[src/rtl/typing_pkg.sv]
// Shared types and defaults for the typing-game letter scheduler.
package typing_pkg;

  typedef enum logic [2:0] {
    S_IDLE,
    S_MOVE,
    S_SPAWN,
    S_KEY,
    S_RESOLVE
  } state_t;

  typedef struct packed {
    logic       active;
    logic [7:0] ch;
    logic [3:0] speed;
    logic [8:0] x;
    logic [9:0] y;
  } slot_t;

  localparam logic [8:0] X_MAX_DEF     = 9'd470;
  localparam int         SPAWN_GAP_DEF = 32;
  localparam logic [7:0] ASCII_A       = 8'h61;

endpackage

[src/rtl/letter_slot_file.sv]
// Letter slot register array: one write port, renderer and scan read ports,
// and a lowest-free-slot priority encoder.
module letter_slot_file
  import typing_pkg::*;
#(
  parameter  int SLOTS = 8,
  localparam int IW    = $clog2(SLOTS)
) (
  input  logic          i_clk,
  input  logic          i_rst_n,
  input  logic          i_we,
  input  logic [IW-1:0] i_w_idx,
  input  slot_t         i_w_data,
  input  logic [IW-1:0] i_rd_idx,
  output slot_t         o_rd_slot,
  input  logic [IW-1:0] i_sc_idx,
  output slot_t         o_sc_slot,
  output logic          o_free_any,
  output logic [IW-1:0] o_free_idx
);

  slot_t r_slots [SLOTS];

  always_ff @(posedge i_clk or negedge i_rst_n) begin
    if (!i_rst_n) begin
      for (int i = 0; i < SLOTS; i++) r_slots[i] <= '0;
    end else if (i_we) begin
      r_slots[i_w_idx] <= i_w_data;
    end
  end

  assign o_rd_slot = r_slots[i_rd_idx];
  assign o_sc_slot = r_slots[i_sc_idx];

  // Scan downward so the lowest free index is the one left standing.
  always_comb begin
    o_free_any = 1'b0;
    o_free_idx = '0;
    for (int i = SLOTS - 1; i >= 0; i--) begin
      if (!r_slots[i].active) begin
        o_free_any = 1'b1;
        o_free_idx = IW'(i);
      end
    end
  end

endmodule

[src/rtl/letter_scheduler.sv]
// Falling-letter slot scheduler: per-frame move/retire/spawn and keystroke
// hit resolution over a shared slot file.
//
//  state     | meaning
//  ----------+------------------------------------------------------------
//  S_IDLE    | accept keystroke, or take a pending frame (frame wins)
//  S_MOVE    | advance slot r_idx by its speed, retire at X_MAX as a miss
//  S_SPAWN   | on gap expiry, load generator letter into lowest free slot
//  S_KEY     | scan slot r_idx for the lowest (largest x) matching letter
//  S_RESOLVE | clear the best match (hit) or flag a wrong key
module letter_scheduler
  import typing_pkg::*;
#(
  parameter  int         SLOTS     = 8,
  parameter  int         SPAWN_GAP = SPAWN_GAP_DEF,
  parameter  logic [8:0] X_MAX     = X_MAX_DEF,
  localparam int         IW        = $clog2(SLOTS)
) (
  input  logic          clk,
  input  logic          rst_n,
  input  logic          frame_tick,
  input  logic [7:0]    gen_ch,
  input  logic [3:0]    gen_speed,
  input  logic [8:0]    gen_x,
  input  logic [9:0]    gen_y,
  input  logic          key_valid,
  input  logic [7:0]    key_ch,
  output logic          key_ready,
  input  logic [IW-1:0] rd_idx,
  output logic          rd_active,
  output logic [7:0]    rd_ch,
  output logic [8:0]    rd_x,
  output logic [9:0]    rd_y,
  output logic          hit,
  output logic          wrong,
  output logic          miss,
  output logic [IW:0]   active_cnt
);

  state_t        r_state;
  logic [IW-1:0] r_idx;
  logic          r_pending;
  logic [7:0]    r_gap;
  logic [7:0]    r_key_ch;
  logic          r_best_vld;
  logic [IW-1:0] r_best_idx;
  logic [8:0]    r_best_x;
  logic [IW:0]   r_active_cnt;

  slot_t         w_scan;
  slot_t         w_rd;
  slot_t         w_wdata;
  logic          w_we;
  logic [IW-1:0] w_widx;
  logic [IW-1:0] w_sc_idx;
  logic          w_free_any;
  logic [IW-1:0] w_free_idx;
  logic [9:0]    w_nx;
  logic          w_retire;
  logic          w_cand;
  logic          w_last;
  logic          w_gap_due;
  logic          w_spawn;
  logic          w_clear;

  letter_slot_file #(.SLOTS(SLOTS)) u_slots (
    .i_clk      (clk),
    .i_rst_n    (rst_n),
    .i_we       (w_we),
    .i_w_idx    (w_widx),
    .i_w_data   (w_wdata),
    .i_rd_idx   (rd_idx),
    .o_rd_slot  (w_rd),
    .i_sc_idx   (w_sc_idx),
    .o_sc_slot  (w_scan),
    .o_free_any (w_free_any),
    .o_free_idx (w_free_idx)
  );

  // RESOLVE reads back the winning slot so it can be rewritten inactive.
  assign w_sc_idx  = (r_state == S_RESOLVE) ? r_best_idx : r_idx;
  assign w_last    = (r_idx == IW'(SLOTS - 1));
  assign w_nx      = {1'b0, w_scan.x} + {6'd0, w_scan.speed};
  assign w_retire  = (r_state == S_MOVE) && w_scan.active && (w_nx >= {1'b0, X_MAX});
  assign w_cand    = w_scan.active && (w_scan.ch == r_key_ch);
  assign w_gap_due = (r_gap >= 8'(SPAWN_GAP));
  assign w_spawn   = (r_state == S_SPAWN) && w_gap_due && w_free_any;
  assign w_clear   = (r_state == S_RESOLVE) && r_best_vld;

  always_comb begin
    w_we    = 1'b0;
    w_widx  = r_idx;
    w_wdata = w_scan;
    case (r_state)
      S_MOVE: begin
        if (w_scan.active) begin
          w_we = 1'b1;
          if (w_retire) w_wdata.active = 1'b0;
          else          w_wdata.x      = w_nx[8:0];
        end
      end
      S_SPAWN: begin
        if (w_spawn) begin
          w_we    = 1'b1;
          w_widx  = w_free_idx;
          w_wdata = {1'b1, gen_ch, gen_speed, gen_x, gen_y};
        end
      end
      S_RESOLVE: begin
        if (r_best_vld) begin
          w_we           = 1'b1;
          w_widx         = r_best_idx;
          w_wdata.active = 1'b0;
        end
      end
      default: ;
    endcase
  end

  always_ff @(posedge clk or negedge rst_n) begin
    if (!rst_n) begin
      r_state      <= S_IDLE;
      r_idx        <= '0;
      r_pending    <= 1'b0;
      r_gap        <= '0;
      r_key_ch     <= '0;
      r_best_vld   <= 1'b0;
      r_best_idx   <= '0;
      r_best_x     <= '0;
      r_active_cnt <= '0;
    end else begin
      if (w_spawn)
        r_active_cnt <= r_active_cnt + (IW + 1)'(1);
      else if (w_retire || w_clear)
        r_active_cnt <= r_active_cnt - (IW + 1)'(1);

      if (frame_tick)
        r_pending <= 1'b1;

      case (r_state)
        S_IDLE: begin
          if (r_pending) begin
            r_pending <= frame_tick;
            r_idx     <= '0;
            r_state   <= S_MOVE;
          end else if (key_valid) begin
            r_key_ch   <= key_ch;
            r_best_vld <= 1'b0;
            r_idx      <= '0;
            r_state    <= S_KEY;
          end
        end
        S_MOVE: begin
          r_idx <= r_idx + IW'(1);
          if (w_last) begin
            r_gap   <= r_gap + 8'd1;
            r_state <= S_SPAWN;
          end
        end
        S_SPAWN: begin
          if (w_gap_due) r_gap <= '0;
          r_state <= S_IDLE;
        end
        S_KEY: begin
          // Strict compare keeps the lower index on equal rows.
          if (w_cand && (!r_best_vld || (w_scan.x > r_best_x))) begin
            r_best_vld <= 1'b1;
            r_best_idx <= r_idx;
            r_best_x   <= w_scan.x;
          end
          r_idx <= r_idx + IW'(1);
          if (w_last) r_state <= S_RESOLVE;
        end
        S_RESOLVE: r_state <= S_IDLE;
        default:   r_state <= S_IDLE;
      endcase
    end
  end

  assign key_ready  = rst_n && (r_state == S_IDLE) && !r_pending;
  assign hit        = (r_state == S_RESOLVE) && r_best_vld;
  assign wrong      = (r_state == S_RESOLVE) && !r_best_vld;
  assign miss       = w_retire;
  assign active_cnt = r_active_cnt;

  assign rd_active = w_rd.active;
  assign rd_ch     = w_rd.ch;
  assign rd_x      = w_rd.x;
  assign rd_y      = w_rd.y;

endmodule

[config.mk]
export PLATFORM = sky130hd
export DESIGN_NAME = letter_scheduler
export DESIGN_NICKNAME = d
export VERILOG_FILES = /design/src/rtl/typing_pkg.sv /design/src/rtl/letter_slot_file.sv /design/src/rtl/letter_scheduler.sv
export SDC_FILE = /design/constraint.sdc
export NUM_CORES = 1
export LEC_CHECK = 0
export CAP_MARGIN = 15
export CORE_MARGIN = 3
export CORE_UTILIZATION = 45
export CTS_CLUSTER_DIAMETER = 100
export DETAILED_ROUTE_END_ITERATION = 8
export HOLD_SLACK_MARGIN = 0.15
export PLACE_DENSITY = 0.62
export SETUP_SLACK_MARGIN = 0.02
export SLEW_MARGIN = 5
export SYNTH_ARGS = -nofsm -noshare
export SYNTH_HDL_FRONTEND = slang
export SYNTH_SLANG_ARGS = --single-unit
[constraint.sdc]
create_clock -name clk -period 12.8 [get_ports clk]
set_input_delay 1.28 -clock clk [delete_from_list [all_inputs] [get_ports clk]]
set_output_delay 1.28 -clock clk [all_outputs]
set_load 0.02 [all_outputs]
==> run metrics <==
outcome complete, no violations; CP Capture Type output pin; commonest cells after routing, fill and taps aside 454 x nand2_1, 296 x dfrtp_1, 208 x o21ai_0; CP max-delay cell buf_4; vias in the first global route 13120; Fillers 3309; DIE HEIGHT 198 µm; post-cts resize count 0; Max Clock Freq 124 MHz; starting density of the core 46.2%; P_leak 8.34 nW; Setup-failing EPs final 0; CTS tree done; setup tns final 0 ns; Num CTS Buffers 34; area leader, netlist dfrtp_1; dpl hpwl 28.3 mm; Hold Crit Class reg2reg; CP bufs+invs 4; Ant. Diodes 0; Mapped Area 16600 µm²; Pins Over Slew Limit 0; Initial DRT Pass Iterations 5; drt initial violations 1128; crit path cell chain or3b_1, mux2i_4, buf_4, and3_1, a311oi_1, a31o_2, ha_1, inv_1, fa_1, inv_1, a21o_1, a21oi_1, a22oi_1, o2111ai_1, nand4_2, o21a_1, nor2_1, clkdlybuf4s50_1; routed vias/inst 5.91; initial antenna violation count 0; top-area cell type share of the netlist area 44.5%; mean area per synthesized cell 9.46 µm²; Primary FF master, synth dfrtp_1; Max-slew headroom 30.5%; Final Skew 0.0144 ns; Area Overhead vs Synth 12.3%; WHS 0.466 ns; WL/cell 21.0 µm; die span in x 198 µm; nets 1828; Period minus WS final 8.09 ns; #FFs+latches synth 296; Core Box Area 36000 µm²; RD Place Congestion 0.838; Peak supply drop 0.163 mV; Area contributors post-synth dfrtp_1 45%, nand2_1 10%, mux4_2 7.7%; Ports 82; clk sinks 296; H-tree levels 2; post-route ant nets 0; Slew @ Worst Pin 1.04 ns; DR DRC count 0; Worst-Skew Late Latency 0.51 ns; most common cell after layout, fill and taps aside nand2_1; Row Count 69; share of cells above drive strength 1 13.2%; GRT Total Usage 24.2%; first-pass GRT wire length 75.5 mm; vias post-DR 13277; CP Class reg2out; most frequent CP cell inv_1; Syn Nets 1826; Cells after Synth 1759; crit path max fanout 60; CP Launch Type flip-flop; Worst path max stage delay 0.69 ns; PD cells 305 nW/µm²; final hold vios 0; die area 39300 µm²; PortBufs 81; largest net degree at the start of global routing 155; clk slew on worst S/H paths 0.06 ns; Max Cap Viol 0; Async S/R FF share, synth 100%; register area share after synthesis 44.5%; worst endpoint required time 11.52 ns; GRT overflow 0; Yosys cell types 78; Post-synth EDFFs 0; CTS Buffer Depth 3; RSZ-0062 raised after global routing false; WP data arrival 6.81 ns; crit share post-route 63.2%; crit-path leading delay family compound AO/OA/AOI/OAI gates; CTS Hold Bufs 0; Setup Buffers After CTS 0; drt total wl 47.2 mm; Yosys warnings 0; root buffer cell clkbuf_16
## worst reg2reg max path, stage by stage (launching register included)
cell and delay, ns:
dfrtp_1 0.62, or3b_1 0.68, mux2i_4 0.55, buf_4 0.69, and3_1 0.28, a311oi_1 0.05, a31oi_1 0.35, inv_1 0.08
ha_1 0.30, a21o_1 0.18, a21oi_1 0.37, o21bai_1 0.18, nand2_1 0.12, o22ai_1 0.17, a41oi_2 0.39, nand4_1 0.21
xnor2_1 0.19, a21oi_1 0.60, o21ai_0 0.21
## cells in the mapped netlist (all sizes together) (22+ instances only)
cell and count:
mux4 57, nor2 42, clkbuf 71, and3 22, nand3 56, buf 65, inv 36, nand2 460
a311oi 27, o21ai 255, a21oi 40, dfrtp 296, mux2 64, a31oi 31, mux2i 52
## area by class of cell
cell class                 count  area (µm²)  share of cell area [%]
clock inverter                 8        71.3                   0.382
inverter                      36         135                   0.723
tap                          461         577                    3.09
clock buffer                  51         996                    5.33
timing repair buffer         102         973                    5.21
multi-input combinational   1291        8530                    45.6
sequential                   296        7410                    39.6
## final timing paths
kind	slack, ns	depth (start not counted)	startpoint	to
max	4.71	18	r_state[1]	miss
min	0.47	1	active_cnt[3]	active_cnt[3]
max reg2reg	6.40	18	r_state[1]	u_slots.r_slots[178]
min reg2reg	0.47	1	active_cnt[3]	active_cnt[3]
max in group asynchronous	9.90	3	rst_n	u_slots.r_slots[92]
min in group asynchronous	0.75	1	rst_n	r_key_ch[2]
## where the power goes
| part | switching, mW | internal [mW] | leakage [nW] | total, mW |
|---|---|---|---|---|
| logic | 1.85 | 1.17 | 4.35 | 3.02 |
| clock network | 0.389 | 0.558 | 0.525 | 0.947 |
| registers | 0.366 | 1.38 | 3.46 | 1.74 |
## sequential cells by signal, summed over array words and instances, names as in the netlist
signal           flops
u_slots.r_slots    256
r_best_x             9
r_gap                8
r_key_ch             8
active_cnt           4
r_best_idx           3
r_idx                3
r_state              3
r_best_vld           1
r_pending            1
## kinds of logic (layout without fill, tap and decap cells)
family	after synthesis	after routing	synth area share, %
mux	173	173	15.4
simple gates	630	630	16.1
buf+inv	172	197	4.56
compound gates	444	444	16.5
flops	296	296	44.5
xor+xnor	23	23	1.26
fa+ha+maj	21	21	1.67
## stage by stage
stage	util (%)	setup slack (ns)	area (µm²)	std cells	total power, mW
after floorplan	-	7.14	16600	1759	3.89
after global placement	49.0	5.53	17600	2186	4.66
after detailed placement	49.0	5.42	17600	2186	4.74
after CTS	51.9	4.79	18700	2245	5.71
after global routing	51.9	4.39	18700	2245	6.16
final	51.9	4.71	18700	2245	5.71
## layer usage
| layer | share of wire (%) | vias to the layer above | global-route usage (%) |
|---|---|---|---|
| li1 | - | 6232 | - |
| met1 | 47 | 6609 | 35.5 |
| met2 | 46 | 364 | 38.2 |
| met3 | 5.0 | 72 | 3.47 |
| met4 | 2.3 | 0 | 6.06 |
| met5 | 0 | - | 0 |
No activity file was read; power rests on OpenSTA's default activity.
